## src/rtl/trans_packer.sv

```systemverilog
// Packs PACK_RATIO narrow valid/ready beats into one wide word with per-lane keep.
// A word closes when full, on in_last, or after FLUSH_TIMEOUT idle cycles.
module trans_packer #(
  parameter int unsigned DATA_WIDTH    = 32,
  parameter int unsigned PACK_RATIO    = 4,
  parameter int unsigned FLUSH_TIMEOUT = 16
) (
  input  logic                             clk,
  input  logic                             rst,
  input  logic                             in_valid,
  input  logic [DATA_WIDTH-1:0]            in_data,
  input  logic                             in_last,
  output logic                             in_ready,
  output logic                             out_valid,
  output logic [PACK_RATIO*DATA_WIDTH-1:0] out_data,
  output logic [PACK_RATIO-1:0]            out_keep,
  output logic                             out_last,
  input  logic                             out_ready
);

  localparam int unsigned LW = $clog2(PACK_RATIO);
  localparam int unsigned IW = (FLUSH_TIMEOUT == 0) ? 1 : $clog2(FLUSH_TIMEOUT + 1);
  localparam logic [LW-1:0] LAST_LANE = LW'(PACK_RATIO - 1);
  localparam logic [IW-1:0] IDLE_MAX  = IW'(FLUSH_TIMEOUT);

  logic [LW-1:0]                  lane_cnt_q, lane_cnt_d;
  logic [IW-1:0]                  idle_cnt_q, idle_cnt_d;
  logic [PACK_RATIO*DATA_WIDTH-1:0] acc_data_q, acc_data_d, acc_data_m;
  logic [PACK_RATIO-1:0]          acc_keep_q, acc_keep_d, acc_keep_m;
  logic                           out_valid_q, out_valid_d;
  logic [PACK_RATIO*DATA_WIDTH-1:0] out_data_q, out_data_d;
  logic [PACK_RATIO-1:0]          out_keep_q, out_keep_d;
  logic                           out_last_q, out_last_d;

  logic out_free, insert, remove, close_ins, flush, close;

  assign out_free  = !out_valid_q || out_ready;
  assign in_ready  = !rst && out_free;
  assign insert    = in_valid && in_ready;
  assign remove    = out_valid_q && out_ready;
  assign close_ins = insert && ((lane_cnt_q == LAST_LANE) || in_last);
  assign flush     = (FLUSH_TIMEOUT != 0) && (lane_cnt_q != '0) &&
                     (idle_cnt_q == IDLE_MAX) && !insert && out_free;
  assign close     = close_ins || flush;

  // Accumulator with the incoming beat already merged into its lane.
  always_comb begin
    acc_data_m = acc_data_q;
    acc_keep_m = acc_keep_q;
    for (int unsigned i = 0; i < PACK_RATIO; i++) begin
      if (insert && (lane_cnt_q == LW'(i))) begin
        acc_data_m[i*DATA_WIDTH +: DATA_WIDTH] = in_data;
        acc_keep_m[i]                          = 1'b1;
      end
    end
  end

  always_comb begin
    lane_cnt_d  = lane_cnt_q;
    acc_data_d  = acc_data_q;
    acc_keep_d  = acc_keep_q;
    out_valid_d = out_valid_q;
    out_data_d  = out_data_q;
    out_keep_d  = out_keep_q;
    out_last_d  = out_last_q;
    idle_cnt_d  = idle_cnt_q;

    if (close) begin
      out_valid_d = 1'b1;
      out_data_d  = acc_data_m;
      out_keep_d  = acc_keep_m;
      out_last_d  = insert && in_last;
      acc_data_d  = '0;
      acc_keep_d  = '0;
      lane_cnt_d  = '0;
    end else begin
      if (remove) out_valid_d = 1'b0;
      if (insert) begin
        acc_data_d = acc_data_m;
        acc_keep_d = acc_keep_m;
        lane_cnt_d = lane_cnt_q + LW'(1);
      end
    end

    // The accept cycle itself counts as the first idle cycle, so a flush
    // fires FLUSH_TIMEOUT cycles after the last accepted beat.
    if (lane_cnt_d == '0) begin
      idle_cnt_d = '0;
    end else if (insert) begin
      idle_cnt_d = (FLUSH_TIMEOUT == 0) ? '0 : IW'(1);
    end else if (idle_cnt_q != IDLE_MAX) begin
      idle_cnt_d = idle_cnt_q + IW'(1);
    end
  end

  always_ff @(posedge clk) begin
    if (rst) begin
      lane_cnt_q  <= '0;
      idle_cnt_q  <= '0;
      acc_data_q  <= '0;
      acc_keep_q  <= '0;
      out_valid_q <= 1'b0;
      out_data_q  <= '0;
      out_keep_q  <= '0;
      out_last_q  <= 1'b0;
    end else begin
      lane_cnt_q  <= lane_cnt_d;
      idle_cnt_q  <= idle_cnt_d;
      acc_data_q  <= acc_data_d;
      acc_keep_q  <= acc_keep_d;
      out_valid_q <= out_valid_d;
      out_data_q  <= out_data_d;
      out_keep_q  <= out_keep_d;
      out_last_q  <= out_last_d;
    end
  end

  assign out_valid = out_valid_q;
  assign out_data  = out_data_q;
  assign out_keep  = out_keep_q;
  assign out_last  = out_last_q;

endmodule

```

## config.mk

```make
export PLATFORM = sky130hd
export DESIGN_NAME = trans_packer
export DESIGN_NICKNAME = d
export VERILOG_FILES = /design/src/rtl/trans_packer.sv
export SDC_FILE = /design/constraint.sdc
export NUM_CORES = 1
export LEC_CHECK = 0
export ABC_AREA = 0
export BUFFER_PORTS_ARGS = -buffer_cell sky130_fd_sc_hd__buf_2
export CAP_MARGIN = 10
export CORE_AREA = 4 4 210 212
export DETAILED_ROUTE_END_ITERATION = 10
export DIE_AREA = 0 0 214 216
export GPL_TIMING_DRIVEN = 0
export HOLD_SLACK_MARGIN = 0.15
export PLACE_DENSITY_LB_ADDON = 0.12
export SLEW_MARGIN = 5
export SYNTH_ARGS = -nofsm -noshare
export SYNTH_HDL_FRONTEND = slang
export SYNTH_SLANG_ARGS = --single-unit
```

## constraint.sdc

```tcl
create_clock -name clk -period 2.2 [get_ports clk]
set_input_delay 0.44 -clock clk [delete_from_list [all_inputs] [get_ports clk]]
set_output_delay 0.44 -clock clk [all_outputs]
set_load 0.1 [all_outputs]
```

---- Word level (Yosys, flattened, before mapping) ----
Cells that the tools add are included.
word-level totals
  register bits ........................... 273
  input port bits ......................... 37
  output and inout port bits .............. 135
  word-level logic and storage cells ...... 56
operators by class
  add/sub/neg operators ................... 2
  equal/unequal tests ..................... 5
  muxes and demuxes ....................... 14
  reductions and logical operators ........ 26
operators by type and width
  cell                 number
  $mux 32              4
  $logic_and 1x1->1    12
  $mux 1               8
  $reduce_bool 2->1    3
  $add 5x1->5 const B  1
  $eq 5x5->1 const B   1
  $ne 5x5->1 const B   1
  $eq 2x2->1 const B   2
  $logic_not 2->1      2
  $mux 2               2
  $reduce_or 2->1      2
  $logic_not 1->1      3
  $logic_or 1x1->1     3
  $reduce_or 3->1      1
  $add 2x1->2 const B  1
  $eq 2x1->1 const B   1

---- Logic depth before layout (Yosys ltp) ----
Gate-level depths: netlist of run 1.
  depth after elaboration ................. 11
  depth in mapped cells ................... 9
  gate-level depth less buffers ........... 6

---- Least setup slack after synthesis of run 1 ----
No wires, ideal clock.
  kind .................................... flip-flop to output port
  start point ............................. register out_valid_q, in the netlist out_valid
  end point ............................... output port in_ready
  data arrival time ....................... 2247 ps
  required time ........................... 1760 ps
  path slack .............................. -487 ps
  cell stages (with the launch flop) ...... 3
  buffers on the path ..................... 0
  cells stage by stage .................... dfxtp_1 > nor2b_1 > nor2_1
between the ends
  word-level cells in the longest chain between the ends .. 3
ends and longest elaborated chain
  element                 RTL line  text
  from (decl)             30        logic out_valid_q, out_valid_d;
  from (signal assigned)  111       out_valid_q <= out_valid_d;
  $logic_not 1->1         37        assign out_free = !out_valid_q || out_ready;
  $logic_or 1x1->1        37
  $logic_and 1x1->1       38        assign in_ready = !rst && out_free;
  to (decl)               13        output logic in_ready,
No other way between the ends.

---- Worst setup path after layout of run 1 ----
  start point ............................. input port rst
  end point ............................... output port in_ready
between the ends
  word-level cells in the longest chain between the ends .. 2
ends and longest elaborated chain
  element            RTL line  text
  from (decl)        9         input logic rst,
  $logic_not 1->1    38
  $logic_and 1x1->1  38
No other way between the ends.

==> results of run 1 <==
## power groups by stage
| stage | logic (W) | registers [W] | clock network, W |
|---|---|---|---|
| after floorplan | 0.000501 | 0.00621 | 0 |
| after global placement | 0.00187 | 0.00535 | 0 |
| after detailed placement | 0.00188 | 0.00535 | 0 |
| after CTS | 0.00189 | 0.00524 | 0.00583 |
| after global routing | 0.00197 | 0.00525 | 0.00603 |
| final | 0.00188 | 0.00524 | 0.00566 |
## sequential cells by signal, indices dropped and copies added, names as in the netlist
signal,cells
out_data,128
acc_keep_q,4
lane_cnt_q,2
out_valid,1
idle_cnt_q,5
out_last,1
acc_data_q,128
out_keep,4
## cell usage in the layout, fill, tap and decap left out, drive strengths merged, types with 2 or more instances in the layout
cell type,count
bufinv,2
nor2b,3
o21a,3
nor3,3
o221a,128
clkinv,8
nand2,261
dfxtp,273
a31oi,3
a211oi,4
clkbuf,93
and2,2
and4,4
xnor2,3
nor3b,3
and3,4
mux2i,2
nand3,8
o21ai,2
ha,6
buf,227
nand2b,2
xor2,2
nor2,15
inv,41
a21oi,257
## area by class of cell
cell class | instances | area [um2]
Buffer | 101 | 549
Clock buffer | 48 | 1000
Clock inverter | 12 | 120
Fill cell | 4421 | 28800
Inverter | 40 | 150
Multi-Input combinational cell | 721 | 4320
Sequential cell | 273 | 5470
Tap cell | 539 | 674
Timing Repair Buffer | 171 | 856
## metrics by stage
step	area, um2	TNS, ps	hold slack [ps]	setup slack [ps]	instances
floorplan	10400	-26.0	436	-26.0	1136
detailed placement	12000	-26850	447	-356	1846
finish	13100	0	203	94.1	1905
CTS	13100	0	166	4.48	1906
global placement	12000	-24850	441	-413	1846
global route	13100	0	187	0.521	1905
## logic make-up after synthesis
logic type | Yosys count
AOI/OAI and AO/OA | 398
xor gates and xnor gates | 5
adders and majority gates | 6
buffers and inverters | 142
DFF | 273
muxes | 2
and+or+nand+nor | 310
## Yosys cell counts (all sizes together), types with 2 or more instances
library cell,count,area share
nand3,8,0.0043
nor2,15,0.0056
and2,2,0.0012
clkbuf,41,0.015
and3,4,0.0029
o21ai,2,0.00096
dfxtp,273,0.52
a21oi,257,0.12
nor3,3,0.0019
xor2,2,0.0017
inv,40,0.014
nor3b,3,0.0022
nand2b,2,0.0019
nor2b,3,0.0018
o221a,128,0.14
a31oi,3,0.0047
xnor2,3,0.0025
mux2i,2,0.0019
buf,61,0.035
a211oi,4,0.0043
nand2,261,0.094
and4,4,0.0036
o21a,3,0.0022
ha,6,0.0072
## critical path: stages
cell      delay [ps]
buf_2            110
clkbuf_2         240
clkbuf_2         300
nor2_2           150
buf_2            430
## worst max-delay path by stage
stage                                   from                          end  cells after the start
finish                                   rst                     in_ready                      5
global route        lane_cnt_q[0]$_SDFF_PP0_   out_data[102]$_SDFFE_PP0P_                      8
CTS                 lane_cnt_q[0]$_SDFF_PP0_  acc_data_q[59]$_SDFFE_PP0P_                      8
detailed placement                       rst   out_data[121]$_SDFFE_PP0P_                      6
global placement                         rst    out_data[67]$_SDFFE_PP0P_                      6
floorplan             out_valid$_SDFFE_PP0P_                     in_ready                      2
## per-layer routing
metal	global-route usage	vias to the layer above
li1	-	4455
met1	0.243	4415
met2	0.276	250
met3	0.0409	52
met4	0.0367	4
met5	0	-
## timing repair
item                       4_1_cts  5_1_grt
gates resized for setup         12       14
pin swaps                        0        0
setup endpoints to repair       61      175
==> summary.md, run 1 <==
Highest signal layer in the routed design: met5. The cell area that synthesis handed to floorplanning was 10400 um2. The run gives 0.174 as the global-route usage over all layers. Overall power consumption after layout is estimated at 0.0128 W. At the pin with the least slew margin, the transition time is 739 ps. Floorplan die area: 46200 um2. The tools report the core area as 41900 um2. The Yosys step of the flow raised 0 warnings. 172 I/O pins were placed.

In this run the tool buffered the top-level ports with 171 buffer cells. For the core occupancy in the finished layout, the log shows 0.313. The worst hold path depth was 3; the synthesized net count was 1179.

Entering global routing, the biggest net connects 13 pins. Detailed placement finished with a half-perimeter wire length of 29.5 mm. Share of synthesized cell area in full adder, half adder and majority cells: 0.00719. The run gives 1136 as the post-synthesis cell count. Sequential share of power: 0.410. The total routed wire length on the met1 layer is 20.0 mm.

Clock-pin slew was measured on the worst setup and hold paths at 60 ps. The first global-routing pass estimated 61.0 mm of wire. Data on the critical path is required at its endpoint by 1760 ps. Share of flip-flops with an asynchronous set or reset: 0. The tools report the type of element capturing the critical path as an output pin.

Setup repair after global routing left no endpoint under its margin. The flow ran to the end, and the final reports show no timing, DRC or antenna violations. Clock network fraction of total power: 0.443.

The DRC marker count from the first detailed-route iteration is 521, and the fraction of power spent switching nets is 0.304. After detailed routing, the number of remaining DRC violations is 0. Worst setup path category: in -> out. The initialized floorplan defines 75 standard-cell rows.

The post-synthesis share of cell area spent on and, or, nand and nor gates works out to 0.125. The startpoint identified for the worst register-to-register timing path is lane_cnt_q[0]$_SDFF_PP0_. Counting flops with a built-in enable in the synthesized netlist gives 0.

Along the worst path, the maximum fanout reaches 10. The tools report the clock tree root driver cell as clkbuf_16. The number of sinks on the clock net is 273. The largest vdd supply drop came out at 0.573 mV. Counting flops and latches in the post-synthesis netlist gives 273. Combinational fraction of design power: 0.147. The share of the synthesized netlist area taken by xor and xnor gates is 0.00419, and the number of distinct library cell variants in the gate-level netlist after synthesis is 43. A synthesized cell averages 9.19 um2. TritonCTS built the clock tree. The number of violations of the max-capacitance limit was 0. Dividing total power by cell area gives a power density of 972 nW/um2. The largest family of logic cells by synthesized area was compound AO/OA/AOI/OAI gates. The worst-case reg-to-reg path depth was 6; the power spent charging and discharging nets was 0.00388 W. The tightest min-delay check is of the in -> reg type. The number of setup buffers added after CTS is 0. The tools report the starting utilization of the core area as 0.249.

Among all flip-flop cells after synthesis, the most frequent one is dfxtp_1. The number of vias after detailed routing is 9176, and the final-report setup violation count is 0. Summed over all layers, the routed wires come to 41.8 mm.

Leakage component of the power: 5.23 nW. The layout cell share with drive strength beyond 1 is 0.233. The final clock period utilization by the worst path is 0.957, and the die width is 214 um. The detail route stage leaves a number of antenna-violating nets equal to 0. The H-tree was split into 2 levels. For this design, the CTS-stage hold fixing added 0 buffers. STA classifies the critical path startpoint as a primary input. Layout net count: 1385. The number of slew-limit violations in the final report came out at 0. The number of diodes added for antenna fixing was 0. The number of buffers inserted during clock tree synthesis is 34, and the synthesis-to-layout area growth is 25.8%. Before antenna repair, the detailed router went through 5 iterations.

Internal power comes to 0.00889 W. The worst register-to-register path ends at out_data[46]$_SDFFE_PP0P_. Clock latency on the worst-skew pair, taken at its later pin, is 530 ps. Subtracting the final worst setup slack from the clock period gives 2110 ps. The tools report the end of the worst hold path as acc_data_q[43]$_SDFFE_PP0P_. The slack of the worst reg-to-reg path is 130 ps, and the routability congestion estimate from global placement is 0.767.

Based on the critical path, the design can be clocked at up to 475 MHz. The mux cell area share after synthesis was 0.00192; the maximum root-to-sink buffer count was 3. The logs give 0.507 for the max-slew headroom at the worst pin and 1670 ps for the arrival time at the worst endpoint.

The source of the worst hold timing path is in_data[11]. The sequential cell area fraction in the yosys report is 0.523. Length of routed met2 wiring: 18.8 mm. Number of antenna violations at the first check in global routing: 2.

Across the routed clock network, the largest skew measured is 19.6 ps. The total met3 wirelength after detailed routing was 2.26 mm. The complex-gate fraction of the synthesized area is 0.274.

The mean routed wirelength per cell was 21.9 um; the vertical die dimension was 216 um. After detailed routing, the number of vias per cell comes to 4.82. For the via count of the first global-routing pass, the log shows 8984.

After global routing the overflow that remains totals 0. The tools report the number of endpoints with negative hold slack in the final report as 0.
Power figures use the tool's default switching activity.
==> inputs of run 2 (changes only) <==
--- a/config.mk
+++ b/config.mk
@@ -13,7 +13,7 @@
 export DIE_AREA = 0 0 214 216
 export GPL_TIMING_DRIVEN = 0
 export HOLD_SLACK_MARGIN = 0.15
-export PLACE_DENSITY_LB_ADDON = 0.12
+export PLACE_DENSITY = 0.38
 export SLEW_MARGIN = 5
 export SYNTH_ARGS = -nofsm -noshare
 export SYNTH_HDL_FRONTEND = slang
==> summary.md, run 2 (synthesis results as in run 1) <==
The layout cell share with drive strength beyond 1 came out at 0.228 (-0.00529). Area of the multi-input gates: 4320 um2 (unchanged). TritonCTS built the clock tree. The total power after layout came out at 0.0126 W (-1.2%).

The number of slew-limit violations in the final report was 0 (unchanged). The number of endpoints with negative hold slack in the final report is 0 (unchanged). The top cell types in the final layout, fill and taps aside, are 273 x dfxtp_1, 260 x nand2_1, 257 x a21oi_1. The core area was 41900 um2 (unchanged). STA classifies the critical path endpoint as an output pin.

The clock slew seen by the registers of the worst setup and hold paths is 60 ps (about the same), and the minimum setup slack in the final design is 53.6 ps (-40.5 ps). The logs give 1385 (unchanged) for the layout net count and 0.249 (unchanged) for the starting utilization of the core area. The flow ran to the end, and the final reports show no timing, DRC or antenna violations. The required time of the critical path was 1760 ps (about the same); the final clock period utilization by the worst path was 0.976 (+0.0184). The number of nets still failing antenna checks after routing was 0 (unchanged). The logs give 0.180 (+0.00660) for the global-route usage over all layers and 34 (unchanged) for the number of buffers inserted during clock tree synthesis.

The clock tree root driver cell was clkbuf_16. The number of sinks on the clock net was 273 (unchanged); the pin slew with the least headroom to its limit was 772 ps (+32.7 ps). Maximum fanout encountered on the critical timing path: 10 (unchanged).

The logs give 12 (-1) for the maximum number of pins on one net before global-route repair and 0 (unchanged) for the total congestion overflow after global routing. The sequential cell area was 5470 um2 (unchanged); the count of port buffers added during placement was 171 (unchanged). Setup repair after global routing left no endpoint under its margin. The arrival time at the worst endpoint is 1710 ps (+40 ps), and the first-pass GRT wire length is 62.8 mm (+2.9%). The synthesis-to-layout area growth was 25.6%; the final critical path time including I/O delays and setup was 2150 ps (+40.5 ps). The routed via count divided by cell count is 4.83 (+0.19%), and the number of detailed-route iterations in the first pass is 5 (unchanged). The run gives 1846 (unchanged) as the number of placed cells counting well taps.

The most common cell after layout, fill and taps aside was dfxtp_1. The DRC marker count from the first detailed-route iteration is 548 (+5.2%), and the number of vias after detailed routing is 9203 (+0.29%). For the filler cell count, the log shows 4451 (+0.68%). Count of unresolved DRC violations after routing: 0 (unchanged). The estimated wirelength of the detail-placed design came out at 29.8 mm (+0.81%). Number of rows created at floorplan: 75 (unchanged).

The setup path with the least slack is of type in -> out. The routability congestion estimate from global placement was 0.774 (+0.95%); the total wirelength of the detailed-routed design was 42.9 mm (+2.6%). The logs give 172 (unchanged) for the I/O pin total and 1 (-1) for the number of antenna violations at the first check in global routing. The post-layout instance count excluding filler cells is 1907 (+0.10%), and the leakage component of the power is 5.20 nW (-0.45%). The die width came out at 214 um (unchanged).

The via count of the first global-routing pass was 9350 (+4.1%); the worst setup slack after placement was -446 ps (-90.4 ps). The maximum operating frequency was 466 MHz (-1.9%); the largest vdd supply drop was 0.385 mV (-33%). The max-slew headroom at the worst pin is 0.485 (-0.0218), and the setup skew after layout is 24.7 ps (+5.12 ps). The power density of the placed cells came out at 962 nW/um2 (-1.1%). The vertical die dimension is 216 um (unchanged), and the floorplan die area is 46200 um2 (unchanged). For the H-tree level count, the log shows 2 (unchanged). STA classifies the critical path startpoint as a primary input. The tools report the clock latency on the worst-skew pair as 540 ps (about the same). The final-report setup violation count was 0 (unchanged); the maximum root-to-sink buffer count was 3 (unchanged). The mean routed wirelength per cell came out at 22.5 um (+2.5%). In this run the worst hold path is classified as in -> reg. The tools report the number of violations of the max-capacitance limit as 0 (unchanged). For the worst hold slack across all endpoints, the log shows 191 ps (-12.1 ps).
==> run 2: changes by cell type in the layout (fill, tap and decap cells not counted), moves of 3 or more <==
cell and delta:
clkbuf_1 +8, buf_2 -5, clkinv_2 -4, clkbuf_2 -4, buf_4 +3, clkbuf_4 +6
==> run 2: final cells by class <==
| class | count | share of cell area |
|---|---|---|
| Antenna cell | 1 | 0.000191 |
| Buffer | 101 | 0.0436 |
| Clock buffer | 54 | 0.0759 |
| Clock inverter | 7 | 0.00601 |
| Inverter | 40 | 0.0114 |
| Multi-Input combinational cell | 721 | 0.329 |
| Sequential cell | 273 | 0.417 |
| Tap cell | 539 | 0.0514 |
| Timing Repair Buffer | 171 | 0.0653 |
==> run 2: per-stage QoR <==
step	area, um2	util	setup TNS [ps]
final	13100	0.313	0
after global routing	13100	0.313	0
after CTS	13100	0.312	0
after detailed placement	12000	0.286	-37900
after global placement	12000	0.286	-32780
after floorplan	10400	-	-26.0
==> run 2: path summary, 6_finish.rpt <==
| check | start | end | slack, ps | cells after the start |
|---|---|---|---|---|
| setup / recovery | rst | in_ready | 50 | 5 |
| hold / removal | in_data[28] | acc_data_q[92]$_SDFFE_PP0P_ | 190 | 3 |
| setup reg to reg | lane_cnt_q[0]$_SDFF_PP0_ | out_data[59]$_SDFFE_PP0P_ | 140 | 6 |
| hold reg to reg | acc_data_q[19]$_SDFFE_PP0P_ | acc_data_q[19]$_SDFFE_PP0P_ | 450 | 2 |
==> run 2: where the power goes <==
| part | switching, W | internal [W] |
|---|---|---|
| registers | 0.000123 | 0.00512 |
| logic | 0.00153 | 0.000360 |
| clock network | 0.00225 | 0.00324 |
| total | 0.00390 | 0.00871 |
==> run 2: metal layers <==
layer / wire, um / global-route usage
met5: 0 / 0
met4: 1150 / 0.0631
met3: 2220 / 0.0326
met2: 18800 / 0.278
met1: 20700 / 0.255
==> run 2: what timing repair did <==
action / in CTS / in global routing
resized for setup: 16 / 22
pin swaps: 0 / 0
hold buffers: 0 / 0
setup buffers: 0 / 0
endpoints found under the setup margin: 125 / 226
==> run 2: worst max-delay path, stage by stage <==
cell and delay [ps]:
buf_2 130, clkbuf_2 250, clkbuf_2 300, nor2_2 150, buf_2 430
